===== src/rtl/pc_stack.sv =====
// Program counter with inc/add/sub/load/call/ret operations and a small return-address stack.
// One operation per cycle (ret > call > load > sub > add > inc); sticky overflow/underflow flags.
module pc_stack #(
  parameter int          WIDTH     = 16,
  parameter int          DEPTH     = 4,
  parameter int          STEP      = 1,
  parameter int unsigned RESET_VEC = 0
) (
  input  logic                         clk_i,
  input  logic                         reset_ni,   // asynchronous, active-low
  input  logic                         inc_i,
  input  logic                         add_i,
  input  logic                         sub_i,
  input  logic                         load_i,
  input  logic                         call_i,
  input  logic                         ret_i,
  input  logic                         stall_i,
  input  logic                         clr_err_i,
  input  logic [WIDTH-1:0]             offset_i,
  input  logic [WIDTH-1:0]             target_i,
  output logic [WIDTH-1:0]             pc_o,
  output logic [$clog2(DEPTH+1)-1:0]   sp_o,
  output logic                         full_o,
  output logic                         empty_o,
  output logic                         ovf_o,
  output logic                         unf_o
);

  localparam int SPW = $clog2(DEPTH + 1);
  localparam int AW  = $clog2(DEPTH);

  logic [WIDTH-1:0] pc_q, pc_d;
  logic [SPW-1:0]   sp_q, sp_d;
  logic             ovf_q, ovf_d;
  logic             unf_q, unf_d;
  logic [WIDTH-1:0] stack_q [DEPTH];

  logic             full, empty;
  logic             do_ret, do_call;
  logic             pop_ok, push_ok;
  logic             ovf_set, unf_set;
  logic [SPW-1:0]   sp_m1;
  logic [AW-1:0]    wr_idx, rd_idx;
  logic [WIDTH-1:0] pc_plus_step;

  assign full         = (sp_q == SPW'(DEPTH));
  assign empty        = (sp_q == '0);
  assign sp_m1        = sp_q - SPW'(1);
  assign wr_idx       = sp_q[AW-1:0];
  assign rd_idx       = empty ? '0 : sp_m1[AW-1:0];
  assign pc_plus_step = pc_q + WIDTH'(STEP);

  // ret outranks call, so a simultaneous call is dropped without raising ovf.
  assign do_ret  = ret_i && !stall_i;
  assign do_call = call_i && !ret_i && !stall_i;
  assign pop_ok  = do_ret && !empty;
  assign unf_set = do_ret && empty;
  assign push_ok = do_call && !full;
  assign ovf_set = do_call && full;

  always_comb begin
    pc_d = pc_q;
    sp_d = sp_q;
    if (!stall_i) begin
      if (ret_i) begin
        if (pop_ok) begin
          pc_d = stack_q[rd_idx];
          sp_d = sp_m1;
        end
      end else if (call_i) begin
        if (push_ok) begin
          pc_d = target_i;
          sp_d = sp_q + SPW'(1);
        end
      end else if (load_i) begin
        pc_d = target_i;
      end else if (sub_i) begin
        pc_d = pc_q - offset_i;
      end else if (add_i) begin
        pc_d = pc_q + offset_i;
      end else if (inc_i) begin
        pc_d = pc_plus_step;
      end
    end
  end

  // A same-cycle set beats clr_err; stall freezes the flags entirely.
  always_comb begin
    ovf_d = ovf_q;
    unf_d = unf_q;
    if (!stall_i) begin
      ovf_d = ovf_set || (ovf_q && !clr_err_i);
      unf_d = unf_set || (unf_q && !clr_err_i);
    end
  end

  always_ff @(posedge clk_i or negedge reset_ni) begin
    if (!reset_ni) begin
      pc_q  <= WIDTH'(RESET_VEC);
      sp_q  <= '0;
      ovf_q <= 1'b0;
      unf_q <= 1'b0;
    end else begin
      pc_q  <= pc_d;
      sp_q  <= sp_d;
      ovf_q <= ovf_d;
      unf_q <= unf_d;
    end
  end

  // Stack storage carries no reset; entries above sp are don't-care.
  always_ff @(posedge clk_i) begin
    if (push_ok && reset_ni) begin
      stack_q[wr_idx] <= pc_plus_step;
    end
  end

  assign pc_o    = pc_q;
  assign sp_o    = sp_q;
  assign full_o  = full;
  assign empty_o = empty;
  assign ovf_o   = ovf_q;
  assign unf_o   = unf_q;

endmodule


===== config.mk =====
export PLATFORM = sky130hd
export DESIGN_NAME = pc_stack
export DESIGN_NICKNAME = d
export VERILOG_FILES = /design/src/rtl/pc_stack.sv
export SDC_FILE = /design/constraint.sdc
export NUM_CORES = 1
export LEC_CHECK = 0
export BUFFER_PORTS_ARGS = -buffer_cell sky130_fd_sc_hd__buf_4
export CELL_PAD_IN_SITES_DETAIL_PLACEMENT = 2
export CELL_PAD_IN_SITES_GLOBAL_PLACEMENT = 2
export CORE_ASPECT_RATIO = 1.4
export CORE_UTILIZATION = 40
export DETAILED_ROUTE_END_ITERATION = 8
export GPL_TIMING_DRIVEN = 0
export HOLD_SLACK_MARGIN = 0.03
export PLACE_DENSITY_LB_ADDON = 0.25
export SLEW_MARGIN = 25
export SYNTH_ARGS = -nofsm -noshare
export SYNTH_HDL_FRONTEND = slang
export SYNTH_SLANG_ARGS = --single-unit

===== constraint.sdc =====
create_clock -name clk_i -period 4.8 [get_ports clk_i]
set_input_delay 0.48 -clock clk_i [delete_from_list [all_inputs] [get_ports clk_i]]
set_output_delay 0.48 -clock clk_i [all_outputs]
set_load 0.005 [all_outputs]

==> out/metrics.yaml, run 1 <==
antenna_found_initial: 0
die_area_um2: 15800
yosysUniqueCellTypes: 80
vias_per_cell: 6.02
tns_ns: 0
tightest_slew_ns: 0.885
use_met1_pct: 34.9
wl_per_cell_um: 25.0
maxCapViolations: 0
peakVddDrop_v: 0.000310
multi_input_area_um2: 3400
io_pins: 65
combPwrFrac_pct: 56.4
avgSynthCellArea_um2: 9.32
synth.largest_area_cell: "edfxtp_1"
grt_max_degree: 23
nFillCells: 1653
cp_slowest_cell: "o311ai_0"
max_stage_delay_ns: 0.77
netlist_instances: 657
worst_setup_path_end_kind: "flip-flop"
wirelength_um: 23400
place_congestion: 0.896
row_count: 53
power_switching_mw: 2.17
synth-seq-area-share_pct: 40.0
place_hpwl_um: 18500
slew_headroom_pct: 40.3
hold_viol: 0
arrival_ns: 3.82
synthTopCellsByArea: "edfxtp_1 31%, dfrtp_1 8.6%, ha_1 7.6%"
cts_buffer_depth: 2
pwr-share-clk_pct: 17.5
grt_pass1_vias: 6227
syn_nets: 738
fin_crit_ns: 3.61
clk_pin_slew_ns: 0.07
r2r_cells: 8
post_cts_buffers: 0
status: "completed"
seq_power_share_pct: 26.2
ctsHtreeMaxLevel: 3
drt-initial-drc-count: 311
grt_use_total_pct: 30.9
grt_pass1_wl_um: 36300
synth-warning-count: 0
syn_to_final_growth_pct: 18.4
p_int_mw: 2.47
critPathMaxFanout: 9
finalCritPeriodShare_pct: 75.1
cts_tree: "built"
antenna_cells: 0
yosysMostFrequentCell: "nand2_1"
vias: 5615
cts-root-buf: "clkbuf_16"
met3_usage_pct: 3.81
max_freq_mhz: 277
critPathLaunchType: "flip-flop"
cp_cell_sequence: "ha_1, buf_2, a221oi_1, o311ai_0, or4b_1, xnor2_1, a2111oi_1, o21ai_1"
pwr_density_cell_nw_per_um2: 640
async_reset_ff_share_pct: 24.7
p_total_mw: 4.64
die_height_um: 148
holdPathStages: 2
start_util_pct: 40.9
synth_flop_cell: "edfxtp_1"
num-nets-final: 817
use_met2_pct: 57.5
synth_edf_count: 64
crit_required_ns: 5.01
worst_clock_skew_ns: 0.00698
dr.pass1.iters: 4
seq_area_um2: 2450
p_leak_nw: 2.86
synth_top_area_share_pct: 31.4
drv_slew: 0
hp-class: "input port to flip-flop"
ant_nets: 0
drc: 0
setup_viol: 0
clkSinkCount: 85
io_buffers: 63
path_class: "flip-flop to flip-flop"
grt_busiest_layer: "met2"
drive_gt1_share_pct: 17.8
synth_common_cells: "75 x nand2_1, 64 x edfxtp_1, 47 x nor2_1"
grt_overflow_total: 0
die_w_um: 107
clock_latency_ns: 0.35
grt_setup_unrepaired: "false"
numCtsBuffers: 9
core_um2: 15000
syn_area_um2: 6120
switching_share_pct: 46.8
synth_seq_cells: 85
[power by group through the flow]
stage | logic, mW | registers (mW) | clock network [mW]
final | 2.61 | 1.21 | 0.810
after global routing | 2.84 | 1.23 | 0.836
after CTS | 2.61 | 1.21 | 0.814
after detailed placement | 2.57 | 1.22 | 0
after global placement | 2.41 | 1.21 | 0
after floorplan | 1.65 | 1.15 | 0
[kinds of logic after synthesis]
logic type               count (synthesis)  synth area share (%)
AND/OR/NAND/NOR                        222                  17.8
AO/OA/AOI/OAI                          196                  22.1
flip-flops                              85                  40.0
buffers and inverters                   70                  4.70
adder cells (fa/ha/maj)                 39                  8.21
XOR/XNOR                                27                  3.98
multiplexers                            18                  3.21
[cells in the final DEF (no fill, tap or decap), types with 6 or more instances in the layout]
master / instances
nand2_1: 75
edfxtp_1: 64
buf_4: 63
nor2_1: 43
a21oi_1: 41
ha_1: 37
o21ai_0: 36
inv_1: 35
nor2b_1: 21
dfrtp_1: 21
nand3_1: 20
xnor2_1: 19
clkbuf_1: 19
a211oi_1: 19
buf_2: 14
a31oi_1: 12
o31ai_1: 11
nand2b_1: 9
mux2_2: 9
clkbuf_16: 9
mux2i_1: 8
nand4_1: 7
xor2_1: 7
or2_2: 7
nor3_1: 7
o211ai_1: 7
o21a_1: 6
[stage by stage]
stage               util [%]  std cells  cell area, um^2  hold slack, ns  worst slack [ns]
global placement        45.6        912             6840           0.393              1.51
detailed placement      46.0        916             6900           0.400              1.32
CTS                     48.4        933             7250           0.367              1.25
global route            48.4        933             7250           0.376              1.08
floorplan                  -        657             6120           0.184              2.11
finish                  48.4        933             7250           0.379              1.19
[worst max-delay path, delay by kind of cell, from the launching register on]
kind / cells / cell delay, ns
AOI/OAI and AO/OA: 4 / 1.73
DFF: 1 / 0.53
and+or+nand+nor: 1 / 0.52
adders and majority gates: 1 / 0.36
buffers and inverters: 1 / 0.17
xor gates and xnor gates: 1 / 0.14
[final timing paths]
check	start	to	slack [ns]
max	pc_o[2]	pc_o[13]	1.19
min	stall_i	unf_o	0.38
max reg2reg	pc_o[2]	pc_o[13]	1.19
min reg2reg	ovf_o	ovf_o	0.51
max in group asynchronous	reset_ni	pc_o[5]	3.94
min in group asynchronous	reset_ni	unf_o	0.59
[metal layers]
layer	part of all wire [%]	up-vias
met5	0	-
met4	3.7	0
met3	3.1	46
met2	54	119
met1	39	2860
li1	-	2590
[state kept, by name, indices dropped and copies added (netlist names)]
register / cells
stack_q: 64
pc_o: 16
unf_o: 1
sp_o: 3
ovf_o: 1
[timing repair]
| item | 4_1_cts | 5_1_grt |
|---|---|---|
| gates resized for setup | 0 | 0 |
| endpoints found under the hold margin | 1 | 0 |
| hold buffers | 1 | 0 |
[cell type report]
| class | instances | area share [%] |
|---|---|---|
| Buffer | 34 | 2.11 |
| Clock buffer | 10 | 3.16 |
| Clock inverter | 6 | 1.54 |
| Inverter | 36 | 1.86 |
| Multi-Input combinational cell | 502 | 46.9 |
| Sequential cell | 85 | 33.8 |
| Tap cell | 192 | 3.31 |
| Timing Repair Buffer | 68 | 7.39 |
Power figures use the tool's default switching activity.
==> run 2, diff against run 1 <==
- CORE_UTILIZATION: 40 -> 34
- clock period: 4.8 -> 3.05 ns (I/O delays scaled with it)
==> run 2 against run 1 <==
Global-route usage decreased by 4.6 points. Fmax increased by 22%. Via count increased by 1.4%. Cell count increased by 5.3%. Utilization decreased by 6.0 points. Highest routed layer unchanged.
==> out/metrics.yaml, run 2 (synthesis gave the netlist of run 1 again) <==
die_height_um: 161
fin_util_pct: 42.3
fin_ws_ns: 0.0835
row_count: 57
drive_gt1_share_pct: 20.6
placedCellCount: 960
seq_power_share_pct: 26.0
die_w_um: 115
tns_ns: 0
peakVddDrop_v: 0.000363
grt_pass1_wl_um: 36200
pwr_density_cell_nw_per_um2: 993
status: "completed"
clk_pin_slew_ns: 0.06
maxCapViolations: 0
die_area_um2: 18600
tightest_slew_ns: 0.796
max_stage_delay_ns: 0.72
finalCritPeriodShare_pct: 97.3
grt_overflow_total: 0
start_util_pct: 35.0
max_freq_mhz: 337
power_switching_mw: 3.42
final_common_cell: "nand2_1"
syn_to_final_growth_pct: 20.8
layout_common_cells: "75 x nand2_1, 69 x buf_4, 64 x edfxtp_1, 43 x nor2_1, 41 x a21oi_1"
grt_use_total_pct: 26.4
num-nets-final: 822
ctsHtreeMaxLevel: 3
combPwrFrac_pct: 57.8
cts_buffer_depth: 2
io_pins: 65
cts_tree: "built"
pre_cts_ws_ns: -0.298
numCtsBuffers: 9
critPathLaunch: "pc_o[4]"
largest_reg_flops: 64
worst_clock_skew_ns: 0.00597
drv_slew: 0
dpl_cell_area_um2: 6960
place_hpwl_um: 18300
nFillCells: 1935
ant_nets: 0
dr.pass1.iters: 4
fin_crit_ns: 2.97
io_buffers: 63
reg2reg_to: "pc_o[15]"
setup_viol: 0
path_class: "flip-flop to flip-flop"
critPathMaxFanout: 10
clkSinkCount: 85
slew_headroom_pct: 46.7
hold_viol: 0
arrival_ns: 3.19
cp_slowest_cell: "o41ai_1"
place_congestion: 0.866
wirelength_um: 23600
vias_per_cell: 5.80
crit_end: "pc_o[15]"
p_int_mw: 3.92
grt_max_degree: 23
worst_setup_path_end_kind: "flip-flop"
vias: 5691
final_cell_area_um2: 7400
drc: 0
antenna_found_initial: 0
cp_cell_sequence: "ha_1, clkbuf_1, nand2_1, o21a_1, o41ai_1, o31ai_1, o31a_1"
crit_required_ns: 3.27
hp-class: "input port to flip-flop"
rrSetupSlack_ns: 0.08
r2r_start: "pc_o[4]"
switching_share_pct: 46.6
grt_setup_unrepaired: "true"
cts-root-buf: "clkbuf_16"
core_um2: 17500
grt_pass1_vias: 6207
p_leak_nw: 2.90
antenna_cells: 0
pwr-share-clk_pct: 16.2
critPathLaunchType: "flip-flop"
clock_latency_ns: 0.34
wl_per_cell_um: 24.0
final_cells: 982
drt-initial-drc-count: 210
largest_register: "stack_q"
r2r_cells: 7
## run 2: cell types whose count changed in the layout (fill, tap and decap cells not counted), sizes merged
cell	delta
buf	+6
bufinv	-1
clkbuf	-1
clkinv	+1
clkinvlp	+1
inv	-1
## run 2: worst max-delay path: cells and delay by family, from the launching register on
family                   cells  cell delay [ns]
flip-flops                   1             0.53
buffers and inverters        1             0.35
AO/OA/AOI/OAI                4             1.49
adder cells (fa/ha/maj)      1             0.38
AND/OR/NAND/NOR              1             0.09
## run 2: per-stage QoR
stage	hold slack (ns)	total power, mW
after global routing	0.237	7.81
final	0.224	7.35
after CTS	0.221	7.27
after floorplan	0.00941	4.41
after global placement	0.226	5.73
after detailed placement	0.224	5.96
## run 2: routing by layer
layer	global-route usage [%]	vias to the layer above	wire, um
met5	0	-	0
met4	11.8	0	875
met3	2.15	42	711
met2	48.7	136	12700
met1	30.3	2909	9300
li1	-	2604	-
## run 2: worst min-delay path by stage
| stage | start | slack, ns | end | cells after the start |
|---|---|---|---|---|
| 2_1_floorplan | reset_ni | 0.009 | ovf_o | 0 |
| 3_3_place_gp | reset_ni | 0.23 | pc_o[4] | 1 |
| 3_5_place_dp | reset_ni | 0.22 | pc_o[4] | 1 |
| 4_1_cts | stall_i | 0.22 | unf_o | 2 |
| 5_1_grt | stall_i | 0.24 | unf_o | 2 |
| 6_report | stall_i | 0.22 | unf_o | 2 |
## run 2: layout make-up
cell class | count | area (um^2) | area share [%]
buffer | 33 | 161 | 2.18
clock buffer | 10 | 239 | 3.23
clock inverter | 6 | 86.3 | 1.17
inverter | 36 | 139 | 1.88
multi-input combinational | 502 | 3440 | 46.5
sequential | 85 | 2450 | 33.1
tap | 236 | 295 | 3.99
timing repair buffer | 74 | 584 | 7.90
## run 2: power by group through the flow
stage               clock (mW)  sequential [mW]  combinational, mW
finish                    1.19             1.91               4.25
global placement             0             1.91               3.82
floorplan                    0             1.81               2.60
global route              1.24             1.94               4.62
detailed placement           0             1.93               4.03
CTS                       1.21             1.92               4.15
## run 2: timing repair
action | CTS | global route
pin swaps | 0 | 2
hold endpoints to repair | 21 | 0
gates resized for setup | 12 | 10
setup endpoints to repair | 14 | 9
hold buffers | 1 | 0
gates cloned | 0 | 0
setup buffers | 0 | 6
==> run 3, diff against run 2 <==
- CORE_ASPECT_RATIO: 1.4 -> 0.6
- CORE_UTILIZATION: 34 -> 40
- clock period: 3.05 -> 3.6 ns (I/O delays scaled with it)
==> run 3 against run 2 <==
Via count is 4.4% higher. Clock skew down 0.0017 ns. Non-clock buffer count fell by 5. Flip-flop and latch count is the same. Sequential share of layout area is 0.83 points higher. Sequential power shrank 15%. Largest power group unchanged.
==> out/metrics.yaml, run 3 (synthesis gave the netlist of run 1 again) <==
post_cts_buffers: 0
die_w_um: 162
cts_tree: "built"
hp-class: "input port to flip-flop"
io_buffers: 63
maxCapViolations: 0
grt_overflow_total: 0
status: "completed"
fin_crit_ns: 3.47
crit_required_ns: 3.82
max_freq_mhz: 288
p_leak_nw: 2.85
slew_headroom_pct: 37.5
wirelength_um: 25000
place_hpwl_um: 19000
grt_use_total_pct: 32.5
io_pins: 65
placedCellCount: 922
cts-root-buf: "clkbuf_16"
antenna_found_initial: 1
start_util_pct: 41.6
finalCritPeriodShare_pct: 96.4
hold_ws_ns: 0.257
peakVddDrop_v: 0.000269
grt_pass1_vias: 6379
crit_buf_inv: 1
tns_ns: 0
layout_common_cells: "75 x nand2_1, 64 x edfxtp_1, 63 x buf_4, 43 x nor2_1, 41 x a21oi_1"
die_height_um: 97.8
die_area_um2: 15800
cp_slowest_cell: "o311ai_0"
place_congestion: 0.898
grt_pass1_wl_um: 38000
core_um2: 14700
clk_pin_slew_ns: 0.07
hold_viol: 0
drt-initial-drc-count: 453
cp_cell_sequence: "ha_1, buf_2, a221oi_1, o311ai_0, or4b_1, xnor2_1, a2111oi_1, o21ai_1"
final_common_cell: "nand2_1"
multi_input_area_um2: 3400
critPathMaxFanout: 9
final_cell_area_um2: 7210
syn_to_final_growth_pct: 17.7
pwr_density_cell_nw_per_um2: 846
max_stage_delay_ns: 0.79
cts_buffer_depth: 2
drv_slew: 0
largest_register: "stack_q"
p_total_mw: 6.10
num-nets-final: 817
antenna_cells: 0
row_count: 34
nFillCells: 1577
setup_viol: 0
wl_per_cell_um: 26.6
dpl_cell_area_um2: 6900
dr.pass1.iters: 6
clkSinkCount: 85
pre_cts_ws_ns: 0.184
grt_max_degree: 23
grt_setup_unrepaired: "false"
seq_area_um2: 2450
drc: 0
ctsHtreeMaxLevel: 3
numCtsBuffers: 9
critPathLaunchType: "flip-flop"
worst_clock_skew_ns: 0.00423
path_class: "flip-flop to flip-flop"
vias_per_cell: 6.33
tightest_slew_ns: 0.935
ant_nets: 0
vias: 5941
largest_reg_flops: 64
final_cells: 939
fin_util_pct: 49.0
worst_setup_path_end_kind: "flip-flop"
drive_gt1_share_pct: 18.1
arrival_ns: 3.69
clock_latency_ns: 0.35
path_delay_family: "compound AO/OA/AOI/OAI gates"
fin_ws_ns: 0.130
[run 3: changes by cell type in the layout (fill, tap and decap cells not counted), moves of 3 or more]
cell / delta
buf_4: -6
buf_8: -3
clkbuf_1: +5
clkbuf_2: -4
inv_6: +4
[run 3: what timing repair did]
action	CTS	global route
endpoints found under the setup margin	0	2
hold buffers	1	0
gates resized for setup	0	2
hold endpoints to repair	21	0
[run 3: where the power goes]
part	total (mW)	internal (mW)	switching, mW
registers	1.63	1.32	0.309
logic	3.53	1.29	2.24
clock network	0.941	0.494	0.447
total	6.10	3.10	3.00
[run 3: path summary, 6_finish.rpt]
path / start / slack (ns) / cells past startpoint / endpoint
min in group asynchronous: reset_ni / 0.45 / 2 / ovf_o
worst min register to register: unf_o / 0.51 / 2 / unf_o
worst max register to register: pc_o[2] / 0.13 / 8 / pc_o[13]
max in group asynchronous: reset_ni / 2.89 / 2 / pc_o[2]
worst max-delay path: pc_o[2] / 0.13 / 8 / pc_o[13]
worst min-delay path: stall_i / 0.26 / 2 / unf_o
[run 3: per-layer routing]
layer  vias to the layer above  track usage [%]  part of all wire [%]
met5                         -                0                     0
met4                         0             10.7                   2.8
met3                        53             6.80                   7.3
met2                       254             50.7                    44
met1                      3046             44.9                    45
li1                       2588                -                     -
[run 3: worst register-to-register path: stages (launching register included)]
cell	delay, ns
dfrtp_1	0.51
ha_1	0.34
buf_2	0.16
a221oi_1	0.18
o311ai_0	0.79
or4b_1	0.52
xnor2_1	0.15
a2111oi_1	0.56
o21ai_1	0.12
[run 3: area by class of cell]
| type | count | share of cell area, % |
|---|---|---|
| Inverter | 36 | 1.87 |
| Clock buffer | 9 | 3.12 |
| Timing Repair Buffer | 68 | 7.32 |
| Sequential cell | 85 | 33.9 |
| Clock inverter | 7 | 1.02 |
| Buffer | 34 | 2.13 |
| Tap cell | 198 | 3.44 |
| Multi-Input combinational cell | 502 | 47.1 |
